<file path="src/rtl/pcss_link_pkg.sv">
// Shared definitions for the host-to-chip link (tx and rx halves).
// Latency: n/a (types, constants and pure functions only).
// Backpressure: n/a.
package pcss_link_pkg;

    typedef enum logic [1:0] {
        ST_IDLE  = 2'd0,
        ST_SEND  = 2'd1,
        ST_RETRY = 2'd2
    } state_t;

    // Number of flit lanes carried by one stream word.
    function automatic int calc_nl(input int data_width, input int chipdata_width);
        return data_width / chipdata_width;
    endfunction

    // Flit parity. Callers zero-extend the flit; zero padding does not
    // change the XOR reduction. odd=0 gives even parity, odd=1 odd parity.
    function automatic logic calc_par(input logic [63:0] flit, input logic odd);
        return odd ? ~(^flit) : (^flit);
    endfunction

endpackage

</file>
<file path="src/rtl/pcss_lane_sel.sv">
// Priority selector: highest set lane in a mask, plus a flag when it is the only one left.
// Latency: purely combinational.
// Backpressure: none (no handshake).
// Ports: mask (remaining kept lanes) -> idx (highest set), any (mask nonzero), last (idx is the sole set bit).
module pcss_lane_sel #(
    parameter int NL = 4,
    parameter int IW = (NL > 1) ? $clog2(NL) : 1
) (
    input  logic [NL-1:0] mask,
    output logic [IW-1:0] idx,
    output logic          any,
    output logic          last
);

    logic [NL-1:0] rest;

    always_comb begin
        idx = '0;
        // Ascending scan so the highest set lane wins.
        for (int i = 0; i < NL; i++) begin
            if (mask[i]) begin
                idx = IW'(i);
            end
        end
        any  = |mask;
        rest = mask & ~(NL'(1) << idx);
        last = any && (rest == '0);
    end

endmodule

</file>
<file path="src/rtl/pcss_link_tx.sv">
// Link transmitter: serialises 64-bit stream words into parity-protected flits, MSB lane first.
// Latency: word accepted in cycle T -> first flit valid in T+1; NL+1 cycles per full word.
// Backpressure: flit held while ready=0; err forces a one-cycle gap and resend, MAX_RETRY errs abandon the word.
// Ports: clk/rst (sync, active-high); s_axis_* stream in; send_data_* flit out with ready/err back;
//        frame_end pulse, sticky link_err, busy (not IDLE).
module pcss_link_tx
    import pcss_link_pkg::*;
#(
    parameter int DATA_WIDTH     = 64,
    parameter int CHIPDATA_WIDTH = 16,
    parameter int PAR_ODD        = 0,
    parameter int MAX_RETRY      = 3
) (
    input  logic                      clk,
    input  logic                      rst,
    input  logic [DATA_WIDTH-1:0]     s_axis_tdata,
    input  logic                      s_axis_tvalid,
    input  logic                      s_axis_tlast,
    input  logic [DATA_WIDTH/8-1:0]   s_axis_tkeep,
    output logic                      s_axis_tready,
    output logic [CHIPDATA_WIDTH-1:0] send_data_out,
    output logic                      send_data_valid,
    output logic                      send_data_par,
    input  logic                      send_data_ready,
    input  logic                      send_data_err,
    output logic                      frame_end,
    output logic                      link_err,
    output logic                      busy
);

    localparam int NL = calc_nl(DATA_WIDTH, CHIPDATA_WIDTH);
    localparam int IW = (NL > 1) ? $clog2(NL) : 1;
    localparam int RW = $clog2(MAX_RETRY + 1);
    localparam int KB = CHIPDATA_WIDTH / 8;

    state_t                state, state_nxt;
    logic [DATA_WIDTH-1:0] word_r;
    logic [NL-1:0]         mask_r;     // lanes still to send, current lane included
    logic [NL-1:0]         mask_in;
    logic                  tlast_r;
    logic [RW-1:0]         retry_r;
    logic                  link_err_r;
    logic                  fe_empty_r; // frame_end for a word with no kept lanes

    logic [IW-1:0]         sel_idx;
    logic                  sel_any;
    logic                  sel_last;

    logic tready_c, valid_c, load, accept, reject, fault, fe_accept;
    logic [CHIPDATA_WIDTH-1:0] flit;
    logic [63:0]               par_ext;

    // A lane survives only if every one of its byte enables is set.
    always_comb begin
        mask_in = '0;
        for (int l = 0; l < NL; l++) begin
            mask_in[l] = &s_axis_tkeep[l*KB +: KB];
        end
    end

    pcss_lane_sel #(.NL(NL), .IW(IW)) u_lane_sel (
        .mask (mask_r),
        .idx  (sel_idx),
        .any  (sel_any),
        .last (sel_last)
    );

    // Flit is a slice of the held word selected by the held mask, so it is
    // stable across stalls and retries without a separate flit register.
    assign flit = word_r[int'(sel_idx)*CHIPDATA_WIDTH +: CHIPDATA_WIDTH];

    always_ff @(posedge clk) begin
        if (rst) begin
            state <= ST_IDLE;
        end else begin
            state <= state_nxt;
        end
    end

    always_comb begin
        state_nxt = state;
        tready_c  = 1'b0;
        valid_c   = 1'b0;
        load      = 1'b0;
        accept    = 1'b0;
        reject    = 1'b0;
        fault     = 1'b0;
        fe_accept = 1'b0;
        case (state)
            ST_IDLE: begin
                tready_c = !rst;
                if (s_axis_tvalid && tready_c) begin
                    load = 1'b1;
                    if (|mask_in) begin
                        state_nxt = ST_SEND;
                    end
                end
            end
            ST_SEND: begin
                valid_c = sel_any;
                // err wins over ready: a flagged flit is never counted as delivered.
                if (send_data_err) begin
                    reject = 1'b1;
                    if (retry_r == RW'(MAX_RETRY - 1)) begin
                        fault     = 1'b1;
                        state_nxt = ST_IDLE;
                    end else begin
                        state_nxt = ST_RETRY;
                    end
                end else if (send_data_ready) begin
                    accept = 1'b1;
                    if (sel_last) begin
                        state_nxt = ST_IDLE;
                        fe_accept = tlast_r;
                    end
                end
            end
            ST_RETRY: begin
                state_nxt = ST_SEND;
            end
            default: begin
                state_nxt = ST_IDLE;
            end
        endcase
    end

    always_ff @(posedge clk) begin
        if (rst) begin
            word_r     <= '0;
            mask_r     <= '0;
            tlast_r    <= 1'b0;
            retry_r    <= '0;
            link_err_r <= 1'b0;
            fe_empty_r <= 1'b0;
        end else begin
            fe_empty_r <= load && !(|mask_in) && s_axis_tlast;
            if (load) begin
                word_r  <= s_axis_tdata;
                mask_r  <= mask_in;
                tlast_r <= s_axis_tlast;
                retry_r <= '0;
            end
            if (accept) begin
                mask_r  <= mask_r & ~(NL'(1) << sel_idx);
                retry_r <= '0;
            end
            if (reject) begin
                retry_r <= retry_r + 1'b1;
            end
            if (fault) begin
                link_err_r <= 1'b1;
                mask_r     <= '0;
                retry_r    <= '0;
            end
        end
    end

    always_comb begin
        par_ext = '0;
        par_ext[CHIPDATA_WIDTH-1:0] = send_data_out;
    end

    assign s_axis_tready   = tready_c;
    assign send_data_valid = valid_c;
    assign send_data_out   = (state != ST_IDLE) ? flit : '0;
    assign send_data_par   = (state != ST_IDLE) ? calc_par(par_ext, PAR_ODD != 0) : 1'b0;
    assign frame_end       = !rst && (fe_accept || fe_empty_r);
    assign link_err        = link_err_r;
    assign busy            = (state != ST_IDLE);

endmodule

</file>
<file path="config.mk">
export PLATFORM = sky130hd
export DESIGN_NAME = pcss_link_tx
export DESIGN_NICKNAME = d
export VERILOG_FILES = /design/src/rtl/pcss_link_pkg.sv /design/src/rtl/pcss_lane_sel.sv /design/src/rtl/pcss_link_tx.sv
export SDC_FILE = /design/constraint.sdc
export NUM_CORES = 1
export LEC_CHECK = 0
export ABC_AREA = 1
export CAP_MARGIN = 20
export CORE_MARGIN = 2
export CORE_UTILIZATION = 31
export CTS_CLUSTER_SIZE = 40
export DETAILED_ROUTE_END_ITERATION = 8
export PLACE_DENSITY = 0.67
export SYNTH_ARGS = -nofsm -noshare
export SYNTH_HDL_FRONTEND = slang
export SYNTH_SLANG_ARGS = --single-unit
</file>
<file path="constraint.sdc">
create_clock -name clk -period 1.85 [get_ports clk]
set_clock_uncertainty 0.1 [all_clocks]
set_input_delay 0.37 -clock clk [delete_from_list [all_inputs] [get_ports clk]]
set_output_delay 0.37 -clock clk [all_outputs]
set_load 0.005 [all_outputs]
</file>
Yosys cells after proc, flatten, opt, wreduce, memory -nomap -nowiden. Cells that the tools add are included.

Register bits after elaboration: 75. Latch bits: 0. Bits in writable memories: 0. ROM bits: 0. Input port bits: 78. Output and inout port bits: 22. Logic and storage cells: 74. Memories kept: 0.

$add $sub $neg: 1. Multiply operators: 0. Div/mod/pow operators: 0. $lt $le $gt $ge: 0. Eq/ne operators: 7. Shift-type cells: 2. Multiplexer cells: 33. Bitwise operators: 2. Reduce and logical (&&, ||, !) cells: 22.

Operator list (count): $reduce_xor A64 Y1 (1); $shiftx A64 B7 Y16 (1); $mux W2 (11); $mux W1 (18); $mux W16 (1); $mux W4 (2); $reduce_and A2 Y1 (4); $reduce_or A4 Y1 (2); $ne A3 B3 Y1 const B (2); $pmux W2 S3 (1); $logic_and A1 B1 Y1 (5); $and A4 B4 Y4 (1); $eq A2 B2 Y1 const B (2); $logic_not A4 Y1 (1); $ne A2 B2 Y1 const B (2); $not A4 Y4 (1); $reduce_and A4 Y1 (1); $reduce_bool A2 Y1 (2); $shl A1 B2 Y4 const A (1); $reduce_bool A3 Y1 (1); $add A2 B1 Y2 const B (1); $eq A2 B1 Y1 const B (1); $logic_not A1 Y1 (2); $logic_not A2 Y1 (1); other kinds (2) (2).

Logic depth before layout (Yosys ltp). Gate-level depths: netlist (run 1).

Depth after elaboration: 14. Depth in mapped cells: 18. Gate-level depth less buffers: 17.

Cells and area by module. A second synthesis (run 1) with hierarchy kept.

Cell total of the unflattened synthesis: 695. Area total of the unflattened synthesis: 4077.7 um2.

By module, submodules not included: pcss_link_tx (times used 1, cells each 682, area an instance 4017.6 um2, seq. area each 1501.4 um2); pcss_lane_sel (times used 1, cells each 13, area an instance 60.1 um2, seq. area each 0.0 um2).

Worst setup path before layout (run 1). OpenSTA, ideal clock, no wires.

Path kind: reg-to-output. Start: register mask_r[2]. End: output send_data_par. Arrival: 1.508 ns. Data required time: 1.380 ns. Slack: -0.128 ns. Cell stages (with the launch flop): 18. Buffers on the path: 2. Cell sequence: dfxtp_1 buf_6 nor2_4 buf_6 nor2_1 nand2_2 inv_1 nor2_1 nand3_1 nand2_2 nand2_1 inv_1 nor2_2 nand2_1 nand2_1 nand2_1 nand2_1 inv_1.

Word-level cells in the longest chain between the ends: 6.

RTL lines: from (decl) (RTL line pcss_link_tx.sv:38) `logic [NL-1:0] mask_r;`; from (signal assigned) (RTL line pcss_link_tx.sv:139) `mask_r <= mask_in;`; from (signal assigned) (RTL line pcss_link_tx.sv:144) `mask_r <= mask_r & ~(NL'(1) << sel_idx);`; $mux W2 (2 in series) (RTL line pcss_lane_sel.sv:21) `if (mask[i]) begin`; $shiftx A64 B7 Y16 (RTL line pcss_link_tx.sv:70) `assign flit = word_r[int'(sel_idx)*CHIPDATA_WIDTH +: CHIPDATA_WIDTH];`; $mux W16 (RTL line pcss_link_tx.sv:165) `assign send_data_out = (state != ST_IDLE) ? flit : '0;`; $reduce_xor A64 Y1 (RTL line pcss_link_pkg.sv:20) `return odd ? ~(^flit) : (^flit);`; $mux W1 (RTL line pcss_link_tx.sv:166) `assign send_data_par = (state != ST_IDLE) ? calc_par(par_ext, PAR_ODD != 0) : 1'b0;`; to (decl) (RTL line pcss_link_tx.sv:23) `output logic send_data_par,`.

No other way between the ends.

Worst setup path after layout (run 1).
Start: register mask_r[3]. End: output send_data_par.

Word-level cells in the longest chain between the ends: 5.

RTL lines (RTL line): $mux W2 (pcss_lane_sel.sv:21); $shiftx A64 B7 Y16 (pcss_link_tx.sv:70); $mux W16 (pcss_link_tx.sv:165); $reduce_xor A64 Y1 (pcss_link_pkg.sv:20); $mux W1 (pcss_link_tx.sv:166).

No other way between the ends.

==> results of run 1 <==
==> state kept, by name, indices dropped and copies added (netlist names) <==
name and flops:
tlast_r 1, link_err 1, state 2, fe_empty_r 1, word_r 64, mask_r 4
retry_r 2
==> worst reg2reg max path: stages (launching register included) <==
cell and delay [ps]:
dfxtp_4 420, inv_6 120, nand2_4 110, inv_2 50, buf_4 140, nor2_1 240
nor4_4 60, buf_4 140, buf_4 120, buf_4 120, nand2_1 40, a21oi_1 50
nor3_1 110
==> worst min path at each step <==
| stage | start | to | cells past startpoint |
|---|---|---|---|
| after floorplan | word_r[34]$_SDFFE_PP0P_ | word_r[34]$_SDFFE_PP0P_ | 2 |
| after global placement | link_err$_SDFFE_PP0P_ | link_err$_SDFFE_PP0P_ | 2 |
| after detailed placement | link_err$_SDFFE_PP0P_ | link_err$_SDFFE_PP0P_ | 2 |
| after CTS | link_err$_SDFFE_PP0P_ | link_err$_SDFFE_PP0P_ | 2 |
| after global routing | retry_r[0]$_SDFFE_PP0P_ | retry_r[0]$_SDFFE_PP0P_ | 2 |
| final | link_err$_SDFFE_PP0P_ | link_err$_SDFFE_PP0P_ | 2 |
==> cells in the final DEF (no fill, tap or decap), types with 2 or more instances in the layout <==
| cell | n |
|---|---|
| inv_2 | 17 |
| buf_2 | 12 |
| nor2_4 | 16 |
| buf_16 | 3 |
| dlygate4sd2_1 | 2 |
| nor2_2 | 13 |
| dfxtp_4 | 3 |
| a21oi_2 | 7 |
| buf_6 | 14 |
| inv_1 | 70 |
| clkdlybuf4s50_1 | 78 |
| clkbuf_2 | 2 |
| nand3_4 | 10 |
| a21oi_4 | 2 |
| a21oi_1 | 36 |
| bufinv_16 | 2 |
| buf_8 | 2 |
| o21ai_2 | 3 |
| nand3_1 | 28 |
| dfxtp_1 | 72 |
| nor3_1 | 4 |
| nand2_1 | 152 |
| a31oi_1 | 4 |
| inv_6 | 2 |
| clkbuf_16 | 10 |
| o21ai_0 | 65 |
| clkbuf_8 | 2 |
| buf_4 | 91 |
| nand2_8 | 2 |
| nand2_2 | 41 |
| nand2_4 | 8 |
| nor2_1 | 18 |
| buf_12 | 7 |
| nand3_2 | 25 |
==> area by class of cell <==
cell class,count,area (um^2),share of cell area
clock buffers,12,256,0.0366
clock inverters,4,72.6,0.0104
inverters,92,365,0.0521
multi-input cells,439,2590,0.369
flip-flops and latches,75,1510,0.216
well taps,172,215,0.0307
repair buffers,213,2000,0.285
==> cells by family (layout without fill, tap and decap cells) <==
group / Yosys count / in the layout / synth area share
adder cells (fa/ha/maj): 1 / 1 / 0.00313
buffers and inverters: 127 / 321 / 0.134
flip-flops: 75 / 75 / 0.375
AND/OR/NAND/NOR: 319 / 319 / 0.335
AO/OA/AOI/OAI: 119 / 119 / 0.153
==> power groups by stage <==
stage / sequential [mW] / combinational, mW / clock (mW)
2_1_floorplan: 1.81 / 0.575 / 0
3_3_place_gp: 1.84 / 1.13 / 0
3_5_place_dp: 1.84 / 1.14 / 0
4_1_cts: 1.81 / 1.34 / 1.97
5_1_grt: 1.83 / 1.66 / 2.05
6_report: 1.82 / 1.53 / 1.95
==> repair_timing <==
action                     in CTS  in global routing
pin swaps                      49                 53
setup endpoints to repair      23                 22
gates resized for setup       177                101
cloned                          3                  1
buffers inserted               16                  4
==> per-layer routing <==
metal / part of all wire / wire, um
met5: 0 / 0
met4: 0.037 / 539
met3: 0.055 / 796
met2: 0.49 / 7070
met1: 0.42 / 6050
==> stage by stage <==
stage / cells / power [mW]
floorplan: 641 / 2.39
global placement: 971 / 2.97
detailed placement: 971 / 2.98
CTS: 1006 / 5.11
global route: 1007 / 5.53
finish: 1007 / 5.30
==> reports/qor.txt, run 1 <==
status - finished with violations
failing checks - setup timing
Reg-to-Reg End - state[0]$_SDFFE_PP0P_
Worst Reg-to-Reg Cells - 12
Placement Setup Slack - -800 ps
Vias - 4745
setup violators final - 20
Final Cycle Share - 1.52
Synth top cells by count - nand2_1, inv_1, dfxtp_1, o21ai_0, nand3_1
Pint - 3.75 mW
synthesized instance count - 641
Worst Path Arrival - 2340 ps
Critical Path Start - mask_r[3]$_SDFFE_PP0P_
clock sinks - 75
Most Crowded Layer GR - met2
IO Pins - 100
Fillers - 1101
routability cong. - 0.914
CP max stage delay - 360 ps
Congestion Overflow GR - 0
crit path cell chain - nor2_4, buf_6, buf_12, buf_16, nand3_1, nand2_1, nor2_2, nand3_1, nand2_2, nor2_1, nor2_2, nand2_1, nand2_1, nand2_1, nand2_1, inv_1, buf_2
FMAX - 356 MHz
die area - 0.0138 mm^2
# DRC - 0
DRT iter0 DRCs - 289
Tot GR Track Use - 0.193
CP dominant cell by count - nand2_1
switch share - 0.292
sequential share of the synthesized area - 0.375
initial antenna violation count - 0
fraction of layout cells with a size suffix above 1 - 0.363
first-pass GRT wire length - 21.7 mm
Core Box Area - 0.0126 mm^2
Routed WL - 14.5 mm
nets - 909
M2 GR Usage - 0.323
Area after DPL - 0.00579 mm^2
final-report hold violation count - 0
Synth area leader - dfxtp_1
leakage - 3.18 nW
Area Growth Syn to Fin - 75.1%
min Tclk post-route - 2810 ps
worst path buffer plus inverter count - 5
Chip Height - 118 um
routed vias/inst - 4.71
hpwl dp - 9.11 mm
htree depth - 3
Die Wd - 118 um
hold_ws - 346 ps
largest cells by area after synthesis - dfxtp_1, nand2_1, o21ai_0
Crit. path cell count - 17
Clock Latency Late Sink - 340 ps
Hold Buf Count CTS - 0
Post-Synthesis Mean Instance Area - 6.24 um^2
Crit Path Class - flop to primary output
Reg power frac - 0.343
R2R Setup Slk - -50 ps
setup TNS - -8260 ps
drt pass-1 iters - 4
Rel. slew slack - 0.700
Final ANT Viol Nets - 0
drt wl/cell - 14.4 um
Yosys top cell area share - 0.375
FF-to-FF Start - mask_r[1]$_SDFFE_PP0P_
Comb power frac - 0.289
Setup crit end - send_data_par
Slowest cell on crit path - dfxtp_4
Worst-path clk slew - 60 ps
number of synthesized flops with an enable pin - 0
CTS tree - built
Site Rows - 41
Port-buffer cells - 99
Cell variety after synth - 26
initial core utilization - 0.317
Root Buffer - clkbuf_16
Seq cells post-synth - 75
Clock power frac - 0.368
most common cell in the netlist - nand2_1
CP endpoint kind - primary output
Min-Delay Path Class - flop to flop
crit-path max FO - 8
Slew @ Worst Pin - 449 ps
prevailing post-synth register cell - dfxtp_1
worst vdd ir - 0.429 mV
Crit path max-delay family - simple AND/OR/NAND/NOR gates
Syn Nets - 720
Antenna Cells - 0
routing usage on met1 - 0.238
Power Dens Cells - 757 mW/mm^2
synth warn - 0
met3 Use GR - 0.0315
largest net degree at the start of global routing - 47
Req. time, crit path - 1380 ps
number of global-route vias before repair - 4590
total CTS buffers - 9
Final Max Slew Viols - 0
RSZ-0062 raised after global routing - true
clk buf depth - 2
Post-Synthesis Cell Area - 0.00400 mm^2
max_cap viols - 0
crit path launch type - flop
Setup WS post-layout - -959 ps
final non-filler cell area - 0.00701 mm^2
Layout Utilization - 0.555
post-synthesis async set-or-reset flop share - 0
switching power - 1.55 mW
Note: power is estimated with default switching activity, not from simulation.
==> run 2, diff against run 1 <==
--- a/config.mk
+++ b/config.mk
@@ -11,7 +11,8 @@
 export CORE_UTILIZATION = 31
 export CTS_CLUSTER_SIZE = 40
 export DETAILED_ROUTE_END_ITERATION = 8
-export PLACE_DENSITY = 0.67
+export PLACE_DENSITY = 0.62
 export SYNTH_ARGS = -nofsm -noshare
 export SYNTH_HDL_FRONTEND = slang
 export SYNTH_SLANG_ARGS = --single-unit
+export TNS_END_PERCENT = 5
==> reports/qor.txt, run 2 (synthesis results as in run 1) <==
worst vdd ir - 0.434 mV (was 0.429 mV)
Die Wd - 118 um (unchanged)
htree depth - 3 (unchanged)
Site Rows - 41 (unchanged)
Crit Path Class - flop to primary output (unchanged)
Clock Latency Late Sink - 330 ps (was 340 ps)
first-pass GRT wire length - 21.9 mm (was 21.7 mm)
Worst Path Arrival - 2190 ps (was 2340 ps)
Fillers - 1275 (was 1101)
Rel. slew slack - 0.750 (was 0.700)
die area - 0.0138 mm^2 (unchanged)
routability cong. - 0.891 (was 0.914)
R2R Setup Slk - -70 ps (was -50 ps)
RSZ-0062 raised after global routing - true (unchanged)
max_cap viols - 0 (unchanged)
IO Pins - 100 (unchanged)
initial core utilization - 0.317 (unchanged)
crit path launch type - flop (unchanged)
Power Dens Cells - 770 mW/mm^2 (was 757 mW/mm^2)
Setup WS post-layout - -813 ps (was -959 ps)
total CTS buffers - 9 (unchanged)
sequential cell area - 0.00151 mm^2 (about the same)
Vias - 4547 (was 4745)
commonest non-fill, non-tap cell in the layout - nand2_1 (unchanged)
setup violators final - 21 (was 20)
hold_ws - 345 ps (was 346 ps)
Min-Delay Path Class - flop to flop (unchanged)
Final Cycle Share - 1.44 (was 1.52)
routed vias/inst - 4.56 (was 4.71)
Chip Height - 118 um (unchanged)
Core Box Area - 0.0126 mm^2 (unchanged)
hpwl dp - 9.89 mm (was 9.11 mm)
clock sinks - 75 (unchanged)
largest net degree at the start of global routing - 72 (was 47)
Crit path max-delay family - simple AND/OR/NAND/NOR gates (unchanged)
Layout Utilization - 0.520 (was 0.555)
CTS tree - built (unchanged)
failing checks - setup timing (unchanged)
setup TNS - -9650 ps (was -8260 ps)
min Tclk post-route - 2660 ps (was 2810 ps)
fraction of layout cells with a size suffix above 1 - 0.273 (was 0.363)
Root Buffer - clkbuf_16 (unchanged)
initial antenna violation count - 0 (unchanged)
Congestion Overflow GR - 0 (unchanged)
# DRC - 0 (unchanged)
Area Growth Syn to Fin - 64.1% (was 75.1%)
Antenna Cells - 0 (unchanged)
CP dominant cell by count - nand2_1 (unchanged)
CP endpoint kind - primary output (unchanged)
Routed WL - 13.2 mm (was 14.5 mm)
max reg flops - 64 (unchanged)
worst path buffer plus inverter count - 7 (was 5)
FMAX - 376 MHz (was 356 MHz)
Largest Register - word_r (unchanged)
multi-input combinational cell area - 0.00226 mm^2 (was 0.00259 mm^2)
drt wl/cell - 13.2 um (was 14.4 um)
drt pass-1 iters - 7 (was 4)
crit-path max FO - 5 (was 8)
top flop regs - word_r: 64 flops, mask_r: 4 flops (unchanged)
CP max stage delay - 360 ps (about the same)
Final Max Slew Viols - 0 (unchanged)
Tot GR Track Use - 0.193 (about the same)
placed instance count - 968 (was 971)
Worst-path clk slew - 60 ps (about the same)
Req. time, crit path - 1380 ps (about the same)
nets - 899 (was 909)
Slew @ Worst Pin - 366 ps (was 449 ps)
status - finished with violations (unchanged)
commonest non-fill, non-tap cells in the layout - nand2_1, buf_4, clkdlybuf4s50_1, inv_1, dfxtp_1 (was nand2_1, buf_4, clkdlybuf4s50_1, dfxtp_1, inv_1)
Slowest cell on crit path - dfxtp_4 (unchanged)
final-report hold violation count - 0 (unchanged)
Port-buffer cells - 99 (unchanged)
DRT iter0 DRCs - 179 (was 289)
fin cells - 997 (was 1007)
number of global-route vias before repair - 4581 (was 4590)
Final ANT Viol Nets - 0 (unchanged)
clk buf depth - 2 (unchanged)
leakage - 3.03 nW (was 3.18 nW)
crit path cell chain - nor2_4, buf_6, buf_16, nand3_2, nand2_1, inv_1, nand2_2, inv_2, nand2_2, nand2_2, nand2_2, inv_2, nor2_4, nand2_1, nand2_1, nand2_1, nand2_1, inv_1, buf_2 (was nor2_4, buf_6, buf_12, buf_16, nand3_1, nand2_1, nor2_2, nand3_1, nand2_2, nor2_1, nor2_2, nand2_1, nand2_1, nand2_1, nand2_1, inv_1, buf_2)
[run 2: changes by cell type in the layout (fill, tap and decap cells not counted), moves of 8 or more]
cell     previous run  this run
nand2_1           152       170
nand2_2            41        26
nand3_1            28        42
buf_2              12         3
inv_1              70        79
nor2_4             16         7
buf_6              14         6
[run 2: path summary, 6_finish.rpt]
path,start,endpoint,cells past startpoint
setup / recovery,mask_r[3]$_SDFFE_PP0P_,send_data_par,19
hold / removal,link_err$_SDFFE_PP0P_,link_err$_SDFFE_PP0P_,2
setup reg to reg,mask_r[3]$_SDFFE_PP0P_,state[0]$_SDFFE_PP0P_,11
hold reg to reg,link_err$_SDFFE_PP0P_,link_err$_SDFFE_PP0P_,2
[run 2: area by class of cell]
cell class	instances	area share
clock buffers	12	0.0391
clock inverters	4	0.0111
inverters	92	0.0526
multi-input cells	439	0.345
flip-flops and latches	75	0.230
well taps	172	0.0328
repair buffers	203	0.290
[run 2: repair_timing]
item | 4_1_cts | 5_1_grt
gates resized for setup | 103 | 30
endpoints found under the setup margin | 47 | 21
cloned | 5 | 0
buffers inserted | 9 | 0
pin swaps | 26 | 18
hold buffers | 0 | 0
[run 2: through the flow]
stage                     setup slack (ps)  area [um^2]  total power [mW]
final                                 -813         6570              5.05
after global routing                  -974         6570              5.32
after CTS                             -834         6520              5.07
after detailed placement              -855         5770              2.98
after global placement                -827         5770              2.97
after floorplan                       -128         4000              2.39
[run 2: power breakdown]
group	internal [mW]	switching, mW	total (mW)	leakage (nW)
registers	1.74	0.0723	1.81	0.619
logic	0.665	0.654	1.32	2.26
clock network	1.25	0.672	1.92	0.159
[run 2: tightest hold or removal path: stages, from the launching register on]
cell,delay (ps)
dfxtp_1,310
inv_1,50
a21oi_1,50
[run 2: routing by layer]
metal  global-route usage  vias to the layer above  routed length, um
met2                0.331                       96               6540
met1                0.248                     2073               5920
met3               0.0373                        8                561
met5                    0                        -                  0
li1                     -                     2370                  -
met4               0.0489                        0                150
==> run 3, diff against run 2 <==
--- a/config.mk
+++ b/config.mk
@@ -9,7 +9,7 @@
 export CAP_MARGIN = 20
 export CORE_MARGIN = 2
 export CORE_UTILIZATION = 31
-export CTS_CLUSTER_SIZE = 40
+export CTS_CLUSTER_SIZE = 12
 export DETAILED_ROUTE_END_ITERATION = 8
 export PLACE_DENSITY = 0.62
 export SYNTH_ARGS = -nofsm -noshare
==> results of run 3 <==
Same layout as run 2: the final DEF is identical, and so are final timing and power.
